<file path="config.mk">
export PLATFORM = sky130hd
export DESIGN_NAME = pending_encoder_32to5_flat
export DESIGN_NICKNAME = d
export VERILOG_FILES = /design/src/rtl/pending_encoder_32to5_pkg.sv /design/src/rtl/pending_encoder_32to5_if.sv /design/src/rtl/pending_encoder_32to5_priority_enc.sv /design/src/rtl/pending_encoder_32to5.sv /design/src/flat_wrapper.sv
export SDC_FILE = /design/constraint.sdc
export NUM_CORES = 1
export LEC_CHECK = 0
export CAP_MARGIN = 20
export CORE_ASPECT_RATIO = 1.1
export CORE_MARGIN = 2
export CORE_UTILIZATION = 25
export CTS_BUF_LIST = sky130_fd_sc_hd__clkbuf_8
export DETAILED_ROUTE_END_ITERATION = 10
export GPL_TIMING_DRIVEN = 0
export PLACE_DENSITY = 0.65
export SYNTH_ARGS = -nofsm -noshare
export SYNTH_HDL_FRONTEND = slang
export SYNTH_SLANG_ARGS = --single-unit
</file>
<file path="constraint.sdc">
create_clock -name clk -period 1.8 [get_ports clk]
set_input_delay 0.36 -clock clk [delete_from_list [all_inputs] [get_ports clk]]
set_output_delay 0.36 -clock clk [all_outputs]
set_load 0.05 [all_outputs]
</file>
<file path="src/rtl/pending_encoder_32to5_pkg.sv">
// Shared definitions for the 32-line pending request encoder.
//   ID_W    : width of a request index (5)
//   N_REQ   : number of request lines (32)
//   state_t : presenter state (IDLE / PRESENT)
//   id_to_onehot : expands an index into a one-hot line vector
package pending_encoder_32to5_pkg;

  localparam int unsigned ID_W  = 5;
  localparam int unsigned N_REQ = 32;

  typedef enum logic {
    IDLE    = 1'b0,
    PRESENT = 1'b1
  } state_t;

  function automatic logic [N_REQ-1:0] id_to_onehot(input logic [ID_W-1:0] id);
    return N_REQ'(1) << id;
  endfunction

endpackage

</file>
<file path="src/rtl/pending_encoder_32to5_if.sv">
// Request/present bus of the pending encoder.
//   req_i, mask_i, clr_all_i : request pulses, per-line enables, global clear
//   out_valid_o, out_id_o    : presented index (valid/ready output side)
//   out_ready_i              : consumer acceptance
//   pending_o, any_pending_o : pending register and OR of unmasked pending bits
// slave  : the encoder itself
// master : the request sources / consumer driving it
interface pending_encoder_32to5_if;
  import pending_encoder_32to5_pkg::*;

  logic [N_REQ-1:0] req_i;
  logic [N_REQ-1:0] mask_i;
  logic             clr_all_i;
  logic             out_valid_o;
  logic [ID_W-1:0]  out_id_o;
  logic             out_ready_i;
  logic [N_REQ-1:0] pending_o;
  logic             any_pending_o;

  modport slave (
    input  req_i, mask_i, clr_all_i, out_ready_i,
    output out_valid_o, out_id_o, pending_o, any_pending_o
  );

  modport master (
    output req_i, mask_i, clr_all_i, out_ready_i,
    input  out_valid_o, out_id_o, pending_o, any_pending_o
  );
endinterface

</file>
<file path="src/rtl/pending_encoder_32to5_priority_enc.sv">
// Combinational find-first-set over a 32-bit vector.
//   vec   : candidate lines
//   idx   : index of the winning line (0 when nothing is set)
//   found : at least one line of vec is set
// LSB_FIRST=1 picks the lowest set index, LSB_FIRST=0 the highest.
module priority_enc_32to5
  import pending_encoder_32to5_pkg::*;
#(
  parameter int unsigned LSB_FIRST = 1
) (
  input  logic [N_REQ-1:0] vec,
  output logic [ID_W-1:0]  idx,
  output logic             found
);

  // Scan from the lowest-priority end so the last hit (highest priority) wins.
  always_comb begin
    idx   = '0;
    found = 1'b0;
    if (LSB_FIRST != 0) begin
      for (int unsigned i = N_REQ; i > 0; i--) begin
        if (vec[i-1]) begin
          idx   = ID_W'(i - 1);
          found = 1'b1;
        end
      end
    end else begin
      for (int unsigned i = 0; i < N_REQ; i++) begin
        if (vec[i]) begin
          idx   = ID_W'(i);
          found = 1'b1;
        end
      end
    end
  end

endmodule

</file>
<file path="src/rtl/pending_encoder_32to5.sv">
// Pending request encoder: captures request pulses on 32 lines into a sticky
// pending register, picks the highest-priority unmasked pending line and
// presents its index on a valid/ready output, clearing the line on handshake.
//   clk, rst_n : rising-edge clock, asynchronous active-low reset
//   bus        : request/present bus (slave side), see pending_encoder_32to5_if
module pending_encoder_32to5
  import pending_encoder_32to5_pkg::*;
#(
  parameter int unsigned LSB_FIRST = 1
) (
  input  logic                    clk,
  input  logic                    rst_n,
  pending_encoder_32to5_if.slave  bus
);

  state_t           state;
  logic [N_REQ-1:0] pending;
  logic             out_valid;
  logic [ID_W-1:0]  out_id;

  logic [N_REQ-1:0] clear_vec;
  logic [ID_W-1:0]  winner;
  logic             sel_any;

  priority_enc_32to5 #(.LSB_FIRST(LSB_FIRST)) u_prio (
    .vec   (pending & bus.mask_i),
    .idx   (winner),
    .found (sel_any)
  );

  // The presented line is cleared on handshake regardless of its current mask.
  assign clear_vec = (out_valid && bus.out_ready_i) ? id_to_onehot(out_id) : '0;

  always_ff @(posedge clk or negedge rst_n) begin
    if (!rst_n) begin
      state     <= IDLE;
      pending   <= '0;
      out_valid <= 1'b0;
      out_id    <= '0;
    end else if (bus.clr_all_i) begin
      state     <= IDLE;
      pending   <= '0;
      out_valid <= 1'b0;
      out_id    <= '0;
    end else begin
      // A request arriving in the handshake cycle re-arms the line.
      pending <= (pending & ~clear_vec) | bus.req_i;
      case (state)
        IDLE: begin
          if (sel_any) begin
            out_id    <= winner;
            out_valid <= 1'b1;
            state     <= PRESENT;
          end
        end
        PRESENT: begin
          // Always return through IDLE: one bubble cycle after each handshake.
          if (bus.out_ready_i) begin
            out_valid <= 1'b0;
            state     <= IDLE;
          end
        end
        default: begin
          out_valid <= 1'b0;
          state     <= IDLE;
        end
      endcase
    end
  end

  assign bus.out_valid_o   = out_valid;
  assign bus.out_id_o      = out_id;
  assign bus.pending_o     = pending;
  assign bus.any_pending_o = sel_any;

endmodule

</file>
<file path="src/flat_wrapper.sv">
// flat-port wrapper written by rule: the top's interface ports become plain ports
module pending_encoder_32to5_flat import pending_encoder_32to5_pkg::*;
#(
  parameter int unsigned LSB_FIRST = 1
)
  (clk, rst_n, bus_req_i, bus_mask_i, bus_clr_all_i, bus_out_ready_i, bus_out_valid_o, bus_out_id_o, bus_pending_o, bus_any_pending_o);
  pending_encoder_32to5_if bus_i ();
  input  logic clk;
  input  logic rst_n;
  input wire logic [$bits(bus_i.req_i)-1:0] bus_req_i;
  input wire logic [$bits(bus_i.mask_i)-1:0] bus_mask_i;
  input wire logic [$bits(bus_i.clr_all_i)-1:0] bus_clr_all_i;
  input wire logic [$bits(bus_i.out_ready_i)-1:0] bus_out_ready_i;
  output wire logic [$bits(bus_i.out_valid_o)-1:0] bus_out_valid_o;
  output wire logic [$bits(bus_i.out_id_o)-1:0] bus_out_id_o;
  output wire logic [$bits(bus_i.pending_o)-1:0] bus_pending_o;
  output wire logic [$bits(bus_i.any_pending_o)-1:0] bus_any_pending_o;
  assign bus_i.req_i = bus_req_i;
  assign bus_i.mask_i = bus_mask_i;
  assign bus_i.clr_all_i = bus_clr_all_i;
  assign bus_i.out_ready_i = bus_out_ready_i;
  assign bus_out_valid_o = bus_i.out_valid_o;
  assign bus_out_id_o = bus_i.out_id_o;
  assign bus_pending_o = bus_i.pending_o;
  assign bus_any_pending_o = bus_i.any_pending_o;
  pending_encoder_32to5 #(.LSB_FIRST(LSB_FIRST)) u_core (.clk(clk), .rst_n(rst_n), .bus(bus_i));
endmodule
</file>
### Yosys cells after proc, flatten, opt, wreduce, memory -nomap -nowiden

Index checks and enable logic that the tools add are counted.

| storage, ports and cells | value |
|---|---|
| register bits after elaboration | 39 |

| cells by class | value |
|---|---|
| muxes and demuxes | 77 |
| shift-type cells | 1 |
| reductions and logical operators | 4 |
| bitwise logic cells | 5 |
| eq/ne operators | 3 |

Operators by type and width:

| cell | count |
|---|---|
| two-way mux 5 bit | 35 |
| AND 32 bit | 2 |
| two-way mux 32 bit | 2 |
| two-way mux 1 bit | 38 |
| NOT 32 bit | 1 |
| bitwise OR 32 bit | 1 |
| left shift 1 x 5 -> 32 bit (first input constant) | 1 |
| inequality test 3 bit (second input constant) | 2 |
| case mux 1 bit (2 select lines) | 2 |
| AND reduction 2 bit | 2 |
| inequality test 2 bit (second input constant) | 1 |
| nonzero test 2 bit | 1 |
| logical AND 1 bit | 1 |
| NOT 1 bit | 1 |

### Depth between registers and ports, before layout

Gate-level depths: netlist of the first run.

| logic depth | value |
|---|---|
| depth after elaboration | 36 |
| gate-level depth with buffers | 6 |

### Hierarchy

From an unflattened synthesis of the first run, not the netlist that was laid out.

| second synthesis, totals | value |
|---|---|
| cell total of the unflattened synthesis | 272 |
| area, all modules | 2294.7 um2 |

Modules (own cells, without submodules):

| module | times used | area an instance (um2) | cells an instance |
|---|---|---|---|
| pending_encoder_32to5 | 1 | 1924.3 | 207 |
| priority_enc_32to5 | 1 | 370.4 | 65 |

### Worst setup path after synthesis of the first run

OpenSTA, ideal clock, no wires.

| path | value |
|---|---|
| kind | reg2reg |
| from | reg u_core.pending[0] (netlist: u_core.bus.pending_o[0]) |
| to | reg u_core.state |
| arrival time | 1726 ps |
| clock period less this slack | 1861 ps |
| setup time | 135 ps |
| path buffers | 0 |
| stages on the path, launching flop included | 7 |
| slack | -61 ps |
| path through | dfrtp_1 a22oi_1 nand4_2 nor2_4 nand2_1 nor2_1 nor3b_1 |

| on the way | value |
|---|---|
| longest elaborated chain between the ends | 5 |

Ends and longest elaborated chain:

| element | line | text |
|---|---|---|
| start, declared | pending_encoder_32to5.sv:17 | `logic [N_REQ-1:0] pending;` |
| start signal, assigned | pending_encoder_32to5.sv:47 | `pending <= (pending & ~clear_vec) \| bus.req_i;` |
| AND 32 bit | pending_encoder_32to5.sv:26 | `.vec (pending & bus.mask_i),` |
| two-way mux 1 bit | pending_encoder_32to5_priority_enc.sv:22 | `if (vec[i-1]) begin` |
| net bus_any_pending_o | flat_wrapper.sv:17 | `output wire logic [$bits(bus_i.any_pending_o)-1:0] bus_any_pending_o;` |
| two-way mux 1 bit | pending_encoder_32to5.sv:50 | `if (sel_any) begin` |
| case mux 1 bit (2 select lines) | pending_encoder_32to5.sv:48 | `case (state)` |
| two-way mux 1 bit | pending_encoder_32to5.sv:40 | `end else if (bus.clr_all_i) begin` |
| end signal, assigned | pending_encoder_32to5.sv:41 | `state <= IDLE;` |
| end signal, assigned | pending_encoder_32to5.sv:53 | `state <= PRESENT;` |
| end signal, assigned | pending_encoder_32to5.sv:60 | `state <= IDLE;` |
| end, declared | pending_encoder_32to5.sv:16 | `state_t state;` |

The timed path passes the listed nets, and every way through them passes these cells.
A chain may end at the register's enable or synchronous reset.

### Worst setup path in the final report of the first run

| path | value |
|---|---|
| from | reg u_core.pending[26] (netlist: u_core.bus.pending_o[26]) |
| to | out bus_any_pending_o |

| on the way | value |
|---|---|
| longest elaborated chain between the ends | 28 |

Ends and longest elaborated chain:

| element | line |
|---|---|
| AND 32 bit | pending_encoder_32to5.sv:26 |
| two-way mux 1 bit (27 in a row) | pending_encoder_32to5_priority_enc.sv:22 |
| end, declared | flat_wrapper.sv:17 |

Every way passes these cells.

==> summary.md, run 1 <==
• **violations in the final reports** negative setup slack
• **wire length of the first global-routing pass** 12,800 µm
• **final setup slack of the worst path** -0.166 ns
• **register area share after synthesis** 0.430
• **class of the tightest hold or removal check** in -> async
• **synthesized cell area** 2270 µm²
• **Antenna Nets Post-Route** 0
• **hold_buf cts** 0
• **Detail Route met2 WL** 4330 µm
• **path depth of the worst reg2reg path** 7
• **number of primary I/O pins** 107
• **flops & latches, synth** 39
• **global-route usage over all layers** 0.165
• **startpoint kind of the worst setup timing path** register
• **Routed Wire Length** 8350 µm
• **Placed Instance Area** 3470 µm²
• **post-layout instance count excluding filler cells** 525
• **power density over cell area** 681 nW/µm²
• **Worst VDD drop** 0.286 mV
• **diode count** 0
• **TNS Setup** -0.166 ns
• **critical path's slowest cell** dfrtp_1
• **Final Max Slew Viols** 0
• **clock-pin slew of the registers on the worst-case setup and hold paths** 0.08 ns
• **Yosys warnings** 0
• **vias in the first global route** 2,533
• **hold violation count in the final report** 0
• **average footprint of a synthesized cell** 8.49 µm²
• **dominant register cell in the synthesized netlist** dfrtp_1
• **Skew-Pair Late Insertion Delay** 0.29 ns
• **number of search-and-repair iterations in the first detailed-routing pass** 4
• **initial antenna violation count** 0
• **Max transition margin** 0.385
• **pin count of the biggest net entering global routing** 40
• **Crit. path cell count** 5
• **area leader, netlist** dfrtp_1
• **commonest cells in the netlist** a21oi_1, dfrtp_1, nand2_1
• **Routed wire per std cell** 15.9 µm
• **static leakage** 1.97 nW
• **metal3 WL** 486 µm
• **Worst Path Class, Setup** reg -> out
• **final non-filler cell area** 3840 µm²
• **cell total after placement** 487
• **Die Height** 104 µm
• **clk buf depth** 2
• **dpl hpwl** 6320 µm
• **largest fanout on the critical path** 4
• **effective utilization at floorplan** 0.257
• **period utilisation layout** 1.09
• **setup clock skew after layout** 0.00322 ns
• **TritonCTS buffer count** 5
• **result of the run** finished, violations left
• **CTS H-tree lvls** 2
• **count of cell types in the netlist** 39
• **biggest area contributors in the synthesized netlist** dfrtp_1, a21oi_1, o21ai_0
• **DRC violation count after routing** 0
• **Setup crit end kind** primary output
• **Core Rows** 36
• **horizontal die dimension** 94.8 µm
• **slew at the pin closest to its max-slew limit** 0.922 ns
• **max layer used** met4
• **Mapped Cells** 267
• **layout cells sized above 1** 0.165
• **RSZ-0062 raised after global routing** yes
• **root buf cell** clkbuf_8
• **biggest cell delay along the critical path** 0.42 ns
• **number of buffers added on ports** 106
• **portion of synthesized cell area occupied by the leading cell type** 0.430
• **Data required, critical path** 1.44 ns
• **critical path arrival** 1.61 ns
• **Hold WS** 0.193 ns
• **area added between synthesis and finish** 69.4%
• **Final GP Congestion** 0.814
• **Peak Freq** 509 MHz
• **violation count after the first detailed-route iteration** 108
• **count of buffer and inverter cells on the critical path** 1
• **fillcell total** 896
• **Via Count** 2,568
• **number of flops mapped to enable cells by yosys** 0
• **cells along the critical path** a22oi_2 -> nand4_4 -> nor2_4 -> nand2_2 -> buf_8
• **family of cells with the greatest summed delay on the critical path** simple AND/OR/NAND/NOR gates
• **fraction of registers with async set/reset** 1.00
• **vias per cell** 4.89
• **overall die area** 9850 µm²
• **clock tree from TritonCTS** done
• **met1 wire length** 3420 µm
• **post-synth net total** 335
• **core box area** 8830 µm²
• **final setup vio count** 1
• **net count reported at finish** 478
• **Remaining Overflow, GRT** 0
• **power consumption** 2.61 mW
• **max capacitance violation total** 0
• **minimum period implied by the final worst setup slack** 1.97 ns
• **number of clock sinks** 39
==> cell type report <==
class                   count  area (µm²)  share of cell area
repair buffers            136        1280               0.334
clock buffers               7        96.3              0.0251
clock inverters             1        3.75            0.000978
inverters                  33         124              0.0323
flip-flops and latches     39         976               0.254
plain buffers               5        22.5             0.00587
well taps                 114         143              0.0371
multi-input cells         190        1190               0.311
==> cells by family after synthesis <==
group                  Yosys count  synth area share
AND/OR/NAND/NOR                 77             0.168
flip-flops                      39             0.430
buffers and inverters           38            0.0629
AO/OA/AOI/OAI                  113             0.339
==> routing by layer <==
layer	global-route usage	vias to the layer above
met4	0.0435	0
met2	0.286	69
met5	0	-
li1	-	1231
met1	0.209	1261
met3	0.0304	7
==> worst reg2reg max path: cells and delay by family, from the launching register on <==
kind | cells | cell delay, ns
simple gates | 3 | 0.56
compound gates | 3 | 0.53
flops | 1 | 0.42
buf+inv | 1 | 0.13
==> power breakdown <==
part	switching (mW)	leakage (nW)	internal (mW)
sequential	0.0825	0.491	0.939
clock	0.323	0.0557	0.345
combinational	0.539	1.43	0.385
total	0.945	1.97	1.67
==> worst paths after layout <==
kind	start	endpoint	slack [ns]
min	rst_n	u_core.bus.pending_o[0]	0.19
max	u_core.bus.pending_o[26]	bus_any_pending_o	-0.17
max reg2reg	u_core.bus.pending_o[26]	u_core.bus.out_id_o[1]	0.10
min reg2reg	u_core.bus.pending_o[24]	u_core.bus.pending_o[24]	0.59
max in group asynchronous	rst_n	u_core.bus.pending_o[9]	1.03
min in group clk	bus_mask_i[1]	u_core.bus.out_id_o[0]	0.51
==> what timing repair did <==
item,in CTS,in global routing
gates resized for setup,59,28
buffers inserted,11,19
gates cloned,0,0
pin swaps,21,23
endpoints found under the setup margin,39,32
==> registers in the layout, summed over array words and instances (netlist names) <==
register	cells
u_core.bus.out_valid_o	1
u_core.bus.out_id_o	5
u_core.bus.pending_o	32
u_core.state	1
==> metrics by stage <==
stage,setup WS (ns),util
finish,-0.166,0.435
global route,-0.221,0.435
CTS,-0.208,0.411
detailed placement,-0.887,0.393
global placement,-0.839,0.393
floorplan,0.0480,-
==> cell usage in the layout, fill, tap and decap left out, drive strengths merged, types with 2 or more instances in the layout <==
cell type      Yosys  routed
nor2              13      13
nand2             38      38
nor2b              2       2
inv               33      34
a22oi             17      17
o211ai             2       2
nand3              5       5
a31o               3       3
nor3b              3       3
dlymetal6s2s       0      21
clkdlybuf4s50      0      38
dlygate4sd2        0      45
dfrtp             39      39
nand4              5       5
a32o               3       3
and2               2       2
o21ai             34      34
nand2b             5       5
o221ai             2       2
buf                0      32
a31oi              3       3
clkbuf             5      12
a21oi             40      40
Note: power is estimated with default switching activity, not from simulation.
==> run 2: changes to the inputs <==
--- a/config.mk
+++ b/config.mk
@@ -5,11 +5,11 @@
 export SDC_FILE = /design/constraint.sdc
 export NUM_CORES = 1
 export LEC_CHECK = 0
-export CAP_MARGIN = 20
+export CAP_MARGIN = 25
 export CORE_ASPECT_RATIO = 1.1
 export CORE_MARGIN = 2
 export CORE_UTILIZATION = 25
-export CTS_BUF_LIST = sky130_fd_sc_hd__clkbuf_8
+export CTS_BUF_LIST = sky130_fd_sc_hd__clkbuf_4 sky130_fd_sc_hd__clkbuf_8 sky130_fd_sc_hd__clkbuf_16
 export DETAILED_ROUTE_END_ITERATION = 10
 export GPL_TIMING_DRIVEN = 0
 export PLACE_DENSITY = 0.65
==> summary.md, run 2 (synthesis results as in run 1) <==
• **result of the run** finished, violations left, unchanged
• **violations in the final reports** negative setup slack, unchanged
• **root buf cell** clkbuf_8, unchanged
• **slew at the pin closest to its max-slew limit** 0.909 ns, was 0.922 ns
• **DRC violation count after routing** 0, unchanged
• **max capacitance violation total** 0, unchanged
• **internal cell power** 1.69 mW, was 1.67 mW
• **commonest non-fill, non-tap cell in the layout** dlygate4sd2_1, unchanged
• **number of primary I/O pins** 107, unchanged
• **Peak Freq** 508 MHz, was 509 MHz
• **hold violation count in the final report** 0, unchanged
• **number of buffers added on ports** 106, unchanged
• **clk buf depth** 2, unchanged
• **critical path's slowest cell** dfrtp_1, unchanged
• **Via Count** 2,574, was 2,568
• **initial antenna violation count** 0, unchanged
• **minimum period implied by the final worst setup slack** 1.97 ns, about the same
• **setup clock skew after layout** 0.00362 ns, was 0.00322 ns
• **count of buffer and inverter cells on the critical path** 1, unchanged
• **horizontal die dimension** 94.8 µm, unchanged
• **violation count after the first detailed-route iteration** 124, was 108
• **net count reported at finish** 478, unchanged
• **most frequent cells in the layout** dlygate4sd2_1, a21oi_1, dfrtp_1, unchanged
• **Net Switching** 0.942 mW, was 0.945 mW
• **largest fanout on the critical path** 4, unchanged
• **Worst VDD drop** 0.284 mV, was 0.286 mV
• **Routed Wire Length** 8370 µm, was 8350 µm
• **CTS H-tree lvls** 2, unchanged
• **vias per cell** 4.90, was 4.89
• **Remaining Overflow, GRT** 0, unchanged
• **static leakage** 1.97 nW, about the same
• **global-route usage over all layers** 0.166, was 0.165
• **effective utilization at floorplan** 0.257, unchanged
• **Core Rows** 36, unchanged
• **vias in the first global route** 2,533, unchanged
• **final setup slack of the worst path** -0.167 ns, was -0.166 ns
• **layout cells sized above 1** 0.168, was 0.165
• **family of cells with the greatest summed delay on the critical path** simple AND/OR/NAND/NOR gates, unchanged
• **combinational share of power** 0.351, was 0.354
• **Die Height** 104 µm, unchanged
• **utilization after layout** 0.435, about the same
• **final non-filler cell area** 3840 µm², about the same
• **clock tree from TritonCTS** done, unchanged
• **Antenna Nets Post-Route** 0, unchanged
• **period utilisation layout** 1.09, about the same
• **diode count** 0, unchanged
• **Worst Path Class, Setup** reg -> out, unchanged
• **Clk pwr share** 0.260, was 0.256
• **Skew-Pair Late Insertion Delay** 0.29 ns, about the same
• **pin count of the biggest net entering global routing** 40, unchanged
• **Final GP Congestion** 0.814, unchanged
• **clock-pin slew of the registers on the worst-case setup and hold paths** 0.08 ns, about the same
• **biggest cell delay along the critical path** 0.43 ns, was 0.42 ns
• **cells along the critical path** a22oi_2 -> nand4_4 -> nor2_4 -> nand2_2 -> buf_8, unchanged
• **class of the tightest hold or removal check** in -> async, unchanged
• **wire length of the first global-routing pass** 12,800 µm, about the same
• **core box area** 8830 µm², unchanged
• **power density over cell area** 684 nW/µm², was 681 nW/µm²
• **number of search-and-repair iterations in the first detailed-routing pass** 4, unchanged
• **dpl hpwl** 6320 µm, unchanged
• **Data required, critical path** 1.44 ns, about the same
• **fillcell total** 894, was 896
• **R2R setup slack** 0.10 ns, about the same
• **Setup crit end kind** primary output, unchanged
• **max FFs per register** 32, unchanged
• **Routed wire per std cell** 15.9 µm, about the same
• **minimum setup slack after placement** -0.887 ns, unchanged
• **RSZ-0062 raised after global routing** yes, unchanged
• **power consumption** 2.63 mW, was 2.61 mW
• **startpoint kind of the worst setup timing path** register, unchanged
• **final setup vio count** 1, unchanged
• **TNS Setup** -0.167 ns, was -0.166 ns
• **proportion of power drawn by flip-flops and latches** 0.388, was 0.391
• **area added between synthesis and finish** 69.5%, was 69.4%
• **proportion of total power due to net switching** 0.358, was 0.362
• **number of clock sinks** 39, unchanged
• **Final Max Slew Viols** 0, unchanged
• **critical path arrival** 1.61 ns, about the same
• **TritonCTS buffer count** 5, unchanged
• **Max transition margin** 0.394, was 0.385
• **overall die area** 9850 µm², unchanged
• **Placed Instance Area** 3470 µm², unchanged
[run 2: changes by cell type in the layout (fill, tap and decap cells not counted), sizes merged]
cell    delta
clkbuf     +1
inv        -1
[run 2: routing by layer]
metal,part of all wire,global-route usage
met1,0.41,0.208
met2,0.52,0.288
met3,0.055,0.0304
met4,0.014,0.0435
met5,0,0
[run 2: final cells by class]
cell class,instances,area (µm²),area share
repair buffers,136,1280,0.334
multi-input cells,190,1190,0.310
flip-flops and latches,39,976,0.254
well taps,114,143,0.0371
inverters,33,124,0.0322
clock buffers,8,104,0.0270
plain buffers,5,22.5,0.00586
[run 2: power groups by stage]
stage | clock network, mW | logic, mW | registers [mW]
global placement | 0 | 0.866 | 1.04
detailed placement | 0 | 0.875 | 1.04
CTS | 0.698 | 0.875 | 1.02
global route | 0.723 | 0.989 | 1.03
finish | 0.685 | 0.924 | 1.02
floorplan | 0 | 0.263 | 1.24
[run 2: timing repair]
item	CTS	global route
setup endpoints to repair	39	32
setup buffers	11	19
hold buffers	0	0
gates resized for setup	59	28
endpoints found under the hold margin	0	0
pin swaps	21	23
[run 2: worst reg2reg max path, stage by stage (launching register included)]
cell and delay [ns]:
dfrtp_1 0.43, a22oi_2 0.31, nand4_4 0.16, nor2_4 0.17, buf_4 0.13, a21oi_2 0.10
nor3b_1 0.22, a31o_1 0.12
[run 2: path summary, 6_finish.rpt]
path                                     startpoint                       end  cells past startpoint
max in group asynchronous                     rst_n  u_core.bus.pending_o[19]                      1
setup reg to reg           u_core.bus.pending_o[26]    u_core.bus.out_id_o[1]                      7
setup / recovery           u_core.bus.pending_o[26]         bus_any_pending_o                      5
min in group clk                      bus_mask_i[1]    u_core.bus.out_id_o[0]                      5
hold / removal                                rst_n   u_core.bus.pending_o[0]                      1
hold reg to reg            u_core.bus.pending_o[24]  u_core.bus.pending_o[24]                      2
[run 2: stage by stage]
stage / hold WS, ns / std cells
floorplan: 0.0644 / 267
global placement: 0.563 / 487
detailed placement: 0.547 / 487
CTS: 0.224 / 506
global route: 0.256 / 525
finish: 0.188 / 525
